**src/rtl/solver_launcher_if.sv**
```systemverilog
// ---------------------------------------------------------------------------
// solver_launcher_if
//
// Host-side handshake bundle for the SAT solver launcher. It carries the
// solve request channel, the host abort line and the response channel.
//
// Signals:
//   req_valid   host -> launcher  host has a solve request
//   req_ready   launcher -> host  launcher can accept a request (IDLE only)
//   req_limit   host -> launcher  timeout in WAIT cycles, 0 = no timeout
//   abort       host -> launcher  abandon the current run
//   rsp_valid   launcher -> host  response available
//   rsp_ready   host -> launcher  host accepts the response
//   rsp_status  launcher -> host  0=SAT 1=UNSAT 2=TIMEOUT 3=ABORTED 4=ERROR
//   rsp_cycles  launcher -> host  WAIT cycles consumed by the run
//
// Modports:
//   master  the host side (drives requests, consumes responses)
//   slave   the launcher side
// ---------------------------------------------------------------------------
interface solver_launcher_if #(
    parameter int LIMIT_W = 32,
    parameter int CYC_W   = 32
);

    logic               req_valid;
    logic               req_ready;
    logic [LIMIT_W-1:0] req_limit;
    logic               abort;
    logic               rsp_valid;
    logic               rsp_ready;
    logic [2:0]         rsp_status;
    logic [CYC_W-1:0]   rsp_cycles;

    // The host drives the request side and the response acknowledge.
    modport master (
        output req_valid,
        output req_limit,
        output abort,
        output rsp_ready,
        input  req_ready,
        input  rsp_valid,
        input  rsp_status,
        input  rsp_cycles
    );

    // The launcher consumes requests and produces responses.
    modport slave (
        input  req_valid,
        input  req_limit,
        input  abort,
        input  rsp_ready,
        output req_ready,
        output rsp_valid,
        output rsp_status,
        output rsp_cycles
    );

endinterface

```
**src/rtl/solver_launcher.sv**
```systemverilog
// ---------------------------------------------------------------------------
// solver_launcher
//
// Host-side initiator for the SAT solver control block. A solve request is
// accepted over a valid/ready handshake, the solver is kicked with a single
// cycle start pulse, and the launcher then waits for the solver to report
// sat/unsat. The wait is bounded by an optional per-request watchdog limit
// and can be cut short by a host abort. The outcome and the number of WAIT
// cycles consumed are returned over a valid/ready response handshake.
//
// Parameters:
//   LIMIT_W  width of the per-request timeout limit
//   CYC_W    width of the elapsed-cycle counter (saturates at all-ones)
//
// Ports:
//   clock         system clock, all state updates on posedge
//   reset         asynchronous active-high reset, returns to IDLE
//   host          solver_launcher_if.slave request/abort/response bundle
//   solver_start  one-cycle start pulse to the solver (LAUNCH state)
//   solver_sat    solver reports satisfiable
//   solver_unsat  solver reports unsatisfiable
//   solver_abort  one-cycle pulse telling the solver to abandon the run
//   busy          high while a request is in flight (LAUNCH, WAIT, RESP)
//   err_spurious  sticky flag, solver result seen outside WAIT
// ---------------------------------------------------------------------------
module solver_launcher #(
    parameter int LIMIT_W = 32,
    parameter int CYC_W   = 32
) (
    input  logic                clock,
    input  logic                reset,
    solver_launcher_if.slave    host,
    output logic                solver_start,
    input  logic                solver_sat,
    input  logic                solver_unsat,
    output logic                solver_abort,
    output logic                busy,
    output logic                err_spurious
);

    typedef enum logic [1:0] {
        IDLE   = 2'd0,
        LAUNCH = 2'd1,
        WAIT   = 2'd2,
        RESP   = 2'd3
    } state_t;

    typedef enum logic [2:0] {
        ST_SAT     = 3'd0,
        ST_UNSAT   = 3'd1,
        ST_TIMEOUT = 3'd2,
        ST_ABORTED = 3'd3,
        ST_ERROR   = 3'd4
    } status_t;

    // The timeout compare works on a common width so that a limit wider
    // than the counter (or the other way round) still compares correctly.
    localparam int CMP_W = (LIMIT_W > CYC_W) ? LIMIT_W : CYC_W;

    state_t             state_q;
    state_t             state_d;
    status_t            status_q;
    status_t            status_d;
    logic [CYC_W-1:0]   count_q;
    logic [CYC_W-1:0]   count_d;
    logic [CYC_W-1:0]   count_inc;
    logic [CYC_W-1:0]   cycles_q;
    logic [CYC_W-1:0]   cycles_d;
    logic [LIMIT_W-1:0] limit_q;
    logic [LIMIT_W-1:0] limit_d;
    logic               pulse_q;
    logic               pulse_d;
    logic               err_q;
    logic               err_d;
    logic [CMP_W-1:0]   n_ext;
    logic [CMP_W-1:0]   limit_ext;
    logic               limit_hit;
    logic               wait_done;

    // The value the counter would take this WAIT cycle ("n"). It sticks at
    // all-ones so a run with no limit can wait forever without wrapping and
    // without ever reporting a bogus small cycle count.
    always_comb begin
        count_inc = count_q;
        if (!(&count_q)) begin
            count_inc = count_q + CYC_W'(1);
        end
    end

    // Watchdog compare. A latched limit of zero disables the watchdog, so a
    // saturated counter is never compared against it.
    always_comb begin
        n_ext     = CMP_W'(count_inc);
        limit_ext = CMP_W'(limit_q);
        limit_hit = (limit_q != '0) && (n_ext == limit_ext);
    end

    // Next-state and datapath decode. Everything the FSM updates has its
    // hold value assigned first, then each state overrides only what it
    // changes. In WAIT the checks run in priority order: a solver result
    // always wins over an abort arriving in the same cycle, and an abort
    // wins over the watchdog, so the host always sees the most informative
    // outcome. The solver_abort pulse is scheduled only for outcomes where
    // the solver may still be running (timeout or host abort).
    always_comb begin
        state_d   = state_q;
        status_d  = status_q;
        count_d   = count_q;
        cycles_d  = cycles_q;
        limit_d   = limit_q;
        pulse_d   = 1'b0;
        wait_done = 1'b0;
        err_d     = err_q;

        if ((solver_sat || solver_unsat) && (state_q != WAIT)) begin
            err_d = 1'b1;
        end

        case (state_q)
            IDLE: begin
                if (host.req_valid) begin
                    limit_d = host.req_limit;
                    count_d = '0;
                    state_d = LAUNCH;
                end
            end

            LAUNCH: begin
                if (host.abort) begin
                    status_d = ST_ABORTED;
                    cycles_d = '0;
                    pulse_d  = 1'b1;
                    state_d  = RESP;
                end else begin
                    state_d = WAIT;
                end
            end

            WAIT: begin
                wait_done = 1'b1;
                if (solver_sat && solver_unsat) begin
                    status_d = ST_ERROR;
                end else if (solver_sat) begin
                    status_d = ST_SAT;
                end else if (solver_unsat) begin
                    status_d = ST_UNSAT;
                end else if (host.abort) begin
                    status_d = ST_ABORTED;
                    pulse_d  = 1'b1;
                end else if (limit_hit) begin
                    status_d = ST_TIMEOUT;
                    pulse_d  = 1'b1;
                end else begin
                    wait_done = 1'b0;
                    count_d   = count_inc;
                end

                if (wait_done) begin
                    cycles_d = count_inc;
                    state_d  = RESP;
                end
            end

            RESP: begin
                if (host.rsp_ready) begin
                    state_d = IDLE;
                end
            end

            default: begin
                state_d = IDLE;
            end
        endcase
    end

    // State register. Reset can land in any state, including mid-run, and
    // clears every piece of run context so the next request starts clean.
    // The abort pulse register is only ever set on the edge that enters
    // RESP, so it is high for exactly the first RESP cycle.
    always_ff @(posedge clock or posedge reset) begin
        if (reset) begin
            state_q  <= IDLE;
            status_q <= ST_SAT;
            count_q  <= '0;
            cycles_q <= '0;
            limit_q  <= '0;
            pulse_q  <= 1'b0;
            err_q    <= 1'b0;
        end else begin
            state_q  <= state_d;
            status_q <= status_d;
            count_q  <= count_d;
            cycles_q <= cycles_d;
            limit_q  <= limit_d;
            pulse_q  <= pulse_d;
            err_q    <= err_d;
        end
    end

    // Outputs are Moore-decoded from the state or taken straight from
    // registers, so no input can ripple through to an output in the same
    // cycle. Status and cycle count simply hold their last value outside
    // RESP; they are only meaningful while rsp_valid is high.
    assign host.req_ready  = (state_q == IDLE);
    assign host.rsp_valid  = (state_q == RESP);
    assign host.rsp_status = status_q;
    assign host.rsp_cycles = cycles_q;
    assign solver_start    = (state_q == LAUNCH);
    assign solver_abort    = pulse_q;
    assign busy            = (state_q != IDLE);
    assign err_spurious    = err_q;

endmodule
```
**src/flat_wrapper.sv**
```systemverilog
// flat-port wrapper written by rule: the top's interface ports become plain ports
module solver_launcher_flat 
#(
    parameter int LIMIT_W = 32,
    parameter int CYC_W   = 32
)
  (clock, reset, solver_start, solver_sat, solver_unsat, solver_abort, busy, err_spurious, host_req_valid, host_req_limit, host_abort, host_rsp_ready, host_req_ready, host_rsp_valid, host_rsp_status, host_rsp_cycles);
  solver_launcher_if #(.LIMIT_W(LIMIT_W), .CYC_W(CYC_W)) host_i ();
  input  logic clock;
  input  logic reset;
  output logic solver_start;
  input  logic solver_sat;
  input  logic solver_unsat;
  output logic solver_abort;
  output logic busy;
  output logic err_spurious;
  input wire logic [$bits(host_i.req_valid)-1:0] host_req_valid;
  input wire logic [$bits(host_i.req_limit)-1:0] host_req_limit;
  input wire logic [$bits(host_i.abort)-1:0] host_abort;
  input wire logic [$bits(host_i.rsp_ready)-1:0] host_rsp_ready;
  output wire logic [$bits(host_i.req_ready)-1:0] host_req_ready;
  output wire logic [$bits(host_i.rsp_valid)-1:0] host_rsp_valid;
  output wire logic [$bits(host_i.rsp_status)-1:0] host_rsp_status;
  output wire logic [$bits(host_i.rsp_cycles)-1:0] host_rsp_cycles;
  assign host_i.req_valid = host_req_valid;
  assign host_i.req_limit = host_req_limit;
  assign host_i.abort = host_abort;
  assign host_i.rsp_ready = host_rsp_ready;
  assign host_req_ready = host_i.req_ready;
  assign host_rsp_valid = host_i.rsp_valid;
  assign host_rsp_status = host_i.rsp_status;
  assign host_rsp_cycles = host_i.rsp_cycles;
  solver_launcher #(.LIMIT_W(LIMIT_W), .CYC_W(CYC_W)) u_core (.clock(clock), .reset(reset), .host(host_i), .solver_start(solver_start), .solver_sat(solver_sat), .solver_unsat(solver_unsat), .solver_abort(solver_abort), .busy(busy), .err_spurious(err_spurious));
endmodule
```
**config.mk**
```make
export PLATFORM = sky130hd
export DESIGN_NAME = solver_launcher_flat
export DESIGN_NICKNAME = d
export VERILOG_FILES = /design/src/rtl/solver_launcher_if.sv /design/src/rtl/solver_launcher.sv /design/src/flat_wrapper.sv
export SDC_FILE = /design/constraint.sdc
export NUM_CORES = 1
export LEC_CHECK = 0
export ABC_AREA = 1
export BUFFER_PORTS_ARGS = -buffer_cell sky130_fd_sc_hd__buf_4
export CAP_MARGIN = 20
export CORE_MARGIN = 2
export CORE_UTILIZATION = 50
export DETAILED_ROUTE_END_ITERATION = 8
export GPL_TIMING_DRIVEN = 0
export HOLD_SLACK_MARGIN = 0.06
export PLACE_DENSITY = 0.71
export SYNTH_ARGS = -nofsm -noshare
export SYNTH_HDL_FRONTEND = slang
export SYNTH_SLANG_ARGS = --single-unit
```
**constraint.sdc**
```tcl
create_clock -name clock -period 4.7 [get_ports clock]
set_input_delay 1.41 -clock clock [delete_from_list [all_inputs] [get_ports clock]]
set_output_delay 1.41 -clock clock [all_outputs]
set_load 0.005 [all_outputs]
```
## Word level (Yosys, flattened, before mapping)

Cells that the tools add are included.

| word-level totals | value |
|---|---|
| register bits after elaboration | 103 |
| input bits | 39 |
| word-level logic and storage cells | 72 |

| operators by class | value |
|---|---|
| add/subtract/negate cells | 1 |
| equal/unequal tests | 15 |
| multiplexer cells | 34 |
| reductions and logical operators | 15 |

Operators by type and width:

| cell | number |
|---|---|
| 32-bit 2-to-1 mux | 9 |
| 32-bit one-hot mux with 2 select lines | 2 |
| 32-bit by 1-bit adder with 32-bit output, second input constant | 1 |
| 32-bit == test | 1 |
| 32-bit AND reduction | 1 |
| 32-bit nonzero test | 1 |
| 3-bit 2-to-1 mux | 6 |
| 2-bit inequality test, second input constant | 8 |
| 1-bit 2-to-1 mux | 11 |
| 3-bit AND reduction | 3 |
| 2-bit one-hot mux with 4 select lines | 1 |
| 7-bit AND reduction | 1 |
| 2-bit 2-to-1 mux | 3 |
| 6-bit by 4-bit inequality test with 1-bit output, second input constant | 1 |
| 3-bit one-hot mux with 2 select lines | 1 |
| 2-bit nonzero test | 3 |
| 2-bit == test, second input constant | 2 |
| 2-bit by 1-bit inequality test with 1-bit output, second input constant | 2 |
| 1-bit logical AND | 3 |
| 2-bit by 1-bit == test with 1-bit output, second input constant | 1 |
| 2-bit logical NOT | 1 |
| 1-bit one-hot mux with 2 select lines | 1 |
| 2-bit AND reduction | 1 |
| 1-bit logical OR | 1 |

## Longest topological paths before layout

| depth | value |
|---|---|
| depth in word-level cells | 12 |
| gate-level depth with buffers | 23 |

## Least setup slack after synthesis

OpenSTA, ideal clock, no wires.

| timing path | value |
|---|---|
| path kind | flip-flop to flip-flop |
| start | register u_core.count_q[0] |
| end | register u_core.cycles_q[0] (netlist: u_core.host.rsp_cycles[0]) |
| library setup time | 117 ps |
| arrival | 2451 ps |
| slack | 2132 ps |
| stages on the path, launching flop included | 20 |
| cells stage by stage | dfrtp_1 -> ha_1 -> inv_2 -> nor2_4 -> nand2_4 -> nor2_8 -> nand2_2 -> buf_2 -> nand2_1 -> xnor2_1 -> nand3_1 -> nor2_1 -> nand2_1 -> nor2_1 -> nand2_1 -> nand3_2 -> nand2_1 -> buf_2 -> nand2_1 -> nand2_1 |

| between the ends | value |
|---|---|
| cells in the longest elaborated chain, start to end | 12 |
| elaborated cells on any way between the ends | 15 |
| those cells by class | add/sub (1); eq/ne (2); mux (9); reduce/logical (3) |

Ends and longest elaborated chain:

| item | RTL line | source |
|---|---|---|
| start, declared | solver_launcher.sv:64 | `logic [CYC_W-1:0] count_q;` |
| start signal, assigned | solver_launcher.sv:192 | `count_q <= count_d;` |
| 32-bit by 1-bit adder with 32-bit output / 32-bit AND reduction (equally long branches) | solver_launcher.sv:86, solver_launcher.sv:85 |  |
| 32-bit 2-to-1 mux * | solver_launcher.sv:85 | `if (!(&count_q)) begin` |
| 32-bit == test | solver_launcher.sv:95 | `limit_hit = (limit_q != '0) && (n_ext == limit_ext);` |
| 1-bit logical AND | solver_launcher.sv:95 |  |
| 1-bit 2-to-1 mux | solver_launcher.sv:150 | `end else if (limit_hit) begin` |
| 1-bit 2-to-1 mux | solver_launcher.sv:147 | `end else if (host.abort) begin` |
| 1-bit 2-to-1 mux | solver_launcher.sv:145 | `end else if (solver_unsat) begin` |
| 1-bit 2-to-1 mux | solver_launcher.sv:143 | `end else if (solver_sat) begin` |
| 1-bit 2-to-1 mux | solver_launcher.sv:141 | `if (solver_sat && solver_unsat) begin` |
| 1-bit 2-to-1 mux | solver_launcher.sv:119 | `case (state_q)` |
| 2-bit by 1-bit inequality test with 1-bit output (no line) | -- |  |
| 3-bit AND reduction (no line) | -- |  |
| end signal, assigned | solver_launcher.sv:193 | `cycles_q <= cycles_d;` |
| end, declared | solver_launcher.sv:67 | `logic [CYC_W-1:0] cycles_q;` |

Mark *: on every way between the ends. The rest lies on a longest branch, timed or not. The select of a mux whose other input is x is not followed.
A chain may end at the register's enable or synchronous reset.

## Final worst setup path

| timing path | value |
|---|---|
| start | register u_core.count_q[0] |
| end | register u_core.cycles_q[30] (netlist: u_core.host.rsp_cycles[30]) |

The elaborated chain is that of the path after synthesis.

==> summary by stage <==
Drt
The via total after detailed routing is between 5k and 6k. For this run, design rule violations remaining after detail routing come to 0. Dividing the detail-routed wire length by the instance count gives 15.6 um. The initial DRC count is 532. The pre-antenna-repair detailed-routing pass consisted of 5 iterations. After detailed routing, the number of vias per cell comes to roughly 5.3.

The sum of routed wire length over all layers is 17.6 mm. The remaining antenna violation count is 0.

Worst setup path
The data required time at the worst endpoint is 4960 ps. The worst setup path is launched from a flip-flop. The maximum fanout encountered on the critical timing path is 10. The worst setup path is of the reg -> reg kind. STA puts the critical path data arrival time at ~3800 ps. STA classifies the critical path endpoint as a flip-flop.

Timing
At the pin with the least slew margin, the transition time is approximately 760 ps. The maximum clock frequency is between 200 and 300 MHz. The post-route worst hold slack is 470 ps. The count of endpoints failing hold in the final timing report came to 0.

The worst pin sits at a relative slew slack of roughly half. Counting I/O delays and the setup requirement, the final critical path takes approximately 3500 ps. The share of the clock period used by the worst path after layout is between 70% and 80%. The final number of max-transition violations came to 0. Setup repair after global routing left no endpoint under its margin. The count of endpoints failing setup in the final report is 0. Between clock sinks in the finished design, the worst skew comes to between 7 and 8 ps.

CTS
The largest buffer count on any clock path is 2. CTS placed an instance of sky130_fd_sc_hd__clkbuf_16 at the clock tree root. TritonCTS created 9 clock buffers. The number of buffers inserted by post-CTS setup repair is 0. TritonCTS built the clock tree. The total of cells resized after clock tree synthesis is 0. The H-tree depth is 3. The clock net in this run drives a total of between 100 and 150 sinks. Clock-pin slew was measured on the worst setup and hold paths at around 80 ps. The clock latency reported for the late side of the worst-skew pair is between 300 and 400 ps. The number of buffers added to fix hold violations after cts is 0.

Logic synthesis
The most common cell in the netlist is sky130_fd_sc_hd__nand2_1. The share of async-settable or async-resettable flops after synthesis is between 90% and 100%. The cell area after synthesis is 6170 um2. The number of nets handed over by synthesis was between 900 and 1k. The synthesized design spends more area on one cell type than any other, namely sky130_fd_sc_hd__dfrtp_1. Counting flops and latches in the post-synthesis netlist gives around 100. Ranked by total cell area, the synthesized netlist is headed by sky130_fd_sc_hd__dfrtp_1, sky130_fd_sc_hd__nand2_1, sky130_fd_sc_hd__nand3_1. The Yosys warning count is 0. The number of distinct library cell variants in the gate-level netlist after synthesis is 33. A synthesized cell averages between 6 and 7 um2. The synthesized design devotes to its leading area cell type between 40% and 50% of total area. The count of flip-flops with a built-in enable after synthesis is 0. The cell count after synthesis came out at 890. The share of the Yosys chip area taken by registers is 41.8%. After synthesis, the most frequently instantiated cells are sky130_fd_sc_hd__nand2_1, sky130_fd_sc_hd__nand3_1, sky130_fd_sc_hd__dfrtp_1. The most used flip-flop cell after synthesis is sky130_fd_sc_hd__dfrtp_1.

Job
The tool flagged a number of max-cap violations equal to 0.

Cells and area
The number of antenna diodes in the final layout is 0. In the final layout, the share of cells above drive strength 1 is between 10% and 20%. The number of inserted filler cells in the final layout is ~1.2k.

The final standard cell utilization of the core is roughly three fifths. After the last flow step, the layout net total stands at approximately 1k. The layout overhead on the synthesized area is 17.8%.

Power and ir drop
The power density over the cells is about 440 nW/um2. The analysis attributes to cell leakage a power of ~3.8 nW. VDD sags by at most 245 uV.

Floorplanning
The overall die width is approximately 120 um. The height of the die is ~120 um. The top-level I/O count is 80.

After floorplanning, the core was sized to cover ~12000 um2. The starting utilization of the core area is 51.3%. The floorplan step defined a die boundary enclosing roughly 13000 um2. The floorplan has 40 rows.

Placed design
The congestion estimate from routability-driven global placement came to between 0.9 and 1. The count of input and output buffers is 79. The post-DP HPWL is about 14 mm.

Worst hold path
The path class of the lowest-slack min-delay path is reg -> reg.

Status
The flow ran to the end, and the final reports show no timing, DRC or antenna violations.

Global routing
The first global-routing pass estimated 29.0 mm of wire. In the global route stage, overall resource usage came out at between 20% and 30%. For this run the aggregate overflow at the end of global routing stands at 0. The initial antenna violation count is 0.

Entering global routing, the biggest net connects 67 pins. The via count of the first global-routing pass came to 5562.
==> worst paths after layout <==
kind | cells after the start | slack [ps] | endpoint | from
worst max register to register | 19 | 1200 | u_core.host.rsp_cycles[30] | u_core.count_q[0]
max in group asynchronous | 3 | 2940 | u_core.limit_ext[11] | reset
min in group asynchronous | 2 | 1080 | u_core.host.rsp_cycles[25] | reset
worst max-delay path | 19 | 1200 | u_core.host.rsp_cycles[30] | u_core.count_q[0]
worst min-delay path | 2 | 470 | u_core.host.rsp_cycles[8] | u_core.host.rsp_cycles[8]
worst min register to register | 2 | 470 | u_core.host.rsp_cycles[8] | u_core.host.rsp_cycles[8]
==> cell usage in the layout, fill, tap and decap left out, types with 4 or more instances in the layout <==
cell                        instances
sky130_fd_sc_hd__buf_6              8
sky130_fd_sc_hd__ha_1               5
sky130_fd_sc_hd__buf_4             79
sky130_fd_sc_hd__o21bai_1           4
sky130_fd_sc_hd__buf_2             10
sky130_fd_sc_hd__clkbuf_1          16
sky130_fd_sc_hd__xor2_1             6
sky130_fd_sc_hd__dfrtp_1          103
sky130_fd_sc_hd__nand3b_1           9
sky130_fd_sc_hd__inv_1             65
sky130_fd_sc_hd__xnor2_1            9
sky130_fd_sc_hd__nand2_1          342
sky130_fd_sc_hd__a21oi_1           50
sky130_fd_sc_hd__nor4_1             8
sky130_fd_sc_hd__nor2_1           102
sky130_fd_sc_hd__nand3_1          111
sky130_fd_sc_hd__mux2_2            10
sky130_fd_sc_hd__nand2_2            4
sky130_fd_sc_hd__clkbuf_16          9
==> stage by stage <==
step	power [mW]	setup TNS (ps)	worst slack (ps)	instances	area, um2
after CTS	3.24	0	1200	1133	7260
after global routing	3.45	0	974	1133	7260
after global placement	2.47	-57640	-571	1116	6940
after detailed placement	2.50	0	1250	1117	6970
after floorplan	2.07	0	586	890	6170
final	3.23	0	1200	1133	7260
==> cell families (layout without fill, tap and decap cells) <==
group / after synthesis / count (layout) / share of synthesized area (%)
AND/OR/NAND/NOR: 588 / 588 / 40.1
adder cells (fa/ha/maj): 5 / 5 / 1.01
multiplexers: 10 / 10 / 1.83
buffers and inverters: 105 / 201 / 7.57
XOR/XNOR: 15 / 15 / 2.13
flip-flops: 103 / 103 / 41.8
AO/OA/AOI/OAI: 64 / 64 / 5.60
==> state kept, by name, indices dropped and copies added (netlist names) <==
name and flops:
u_core.err_spurious 1, u_core.count_q 32, u_core.host.rsp_status 3, u_core.host.rsp_cycles 32, u_core.solver_abort 1, u_core.limit_ext 32
u_core.state_q 2
==> report_power, final <==
group | internal [mW] | switching [mW] | leakage, nW
Clock | 0.372 | 0.375 | 0.140
Sequential | 1.06 | 0.162 | 1.33
Combinational | 0.442 | 0.823 | 2.37
Total | 1.87 | 1.36 | 3.84
==> critical path, cell delays in order, from the launching register on <==
cell and delay (ps):
sky130_fd_sc_hd__dfrtp_1 560, sky130_fd_sc_hd__ha_1 350, sky130_fd_sc_hd__inv_2 80, sky130_fd_sc_hd__nor2_4 190, sky130_fd_sc_hd__nand2_4 120, sky130_fd_sc_hd__nor2_8 170
sky130_fd_sc_hd__nand2_2 100, sky130_fd_sc_hd__buf_2 200, sky130_fd_sc_hd__nand2_1 100, sky130_fd_sc_hd__xnor2_1 170, sky130_fd_sc_hd__nand3_1 160, sky130_fd_sc_hd__nor2_1 130
sky130_fd_sc_hd__nand2_1 60, sky130_fd_sc_hd__nor2_1 90, sky130_fd_sc_hd__nand2_1 190, sky130_fd_sc_hd__nand3_2 160, sky130_fd_sc_hd__nand2_1 160, sky130_fd_sc_hd__buf_2 270
sky130_fd_sc_hd__nand2_1 80, sky130_fd_sc_hd__nand2_1 50
==> final cells by class <==
| class | count | area [um2] | area share [%] |
|---|---|---|---|
| buffer | 34 | 200 | 2.76 |
| multi-input combinational | 682 | 3120 | 43.0 |
| inverter | 71 | 269 | 3.70 |
| clock buffer | 9 | 225 | 3.10 |
| tap | 147 | 184 | 2.53 |
| clock inverter | 7 | 65.1 | 0.896 |
| sequential | 103 | 2580 | 35.5 |
| timing repair buffer | 80 | 621 | 8.54 |
==> metal layers <==
metal  global-route usage, %  wire [um]
met5                       0          0
met4                    10.0        465
met2                    44.5       8110
met1                    40.9       8030
met3                    3.53       1020
(Power assumes the default switching activity.)
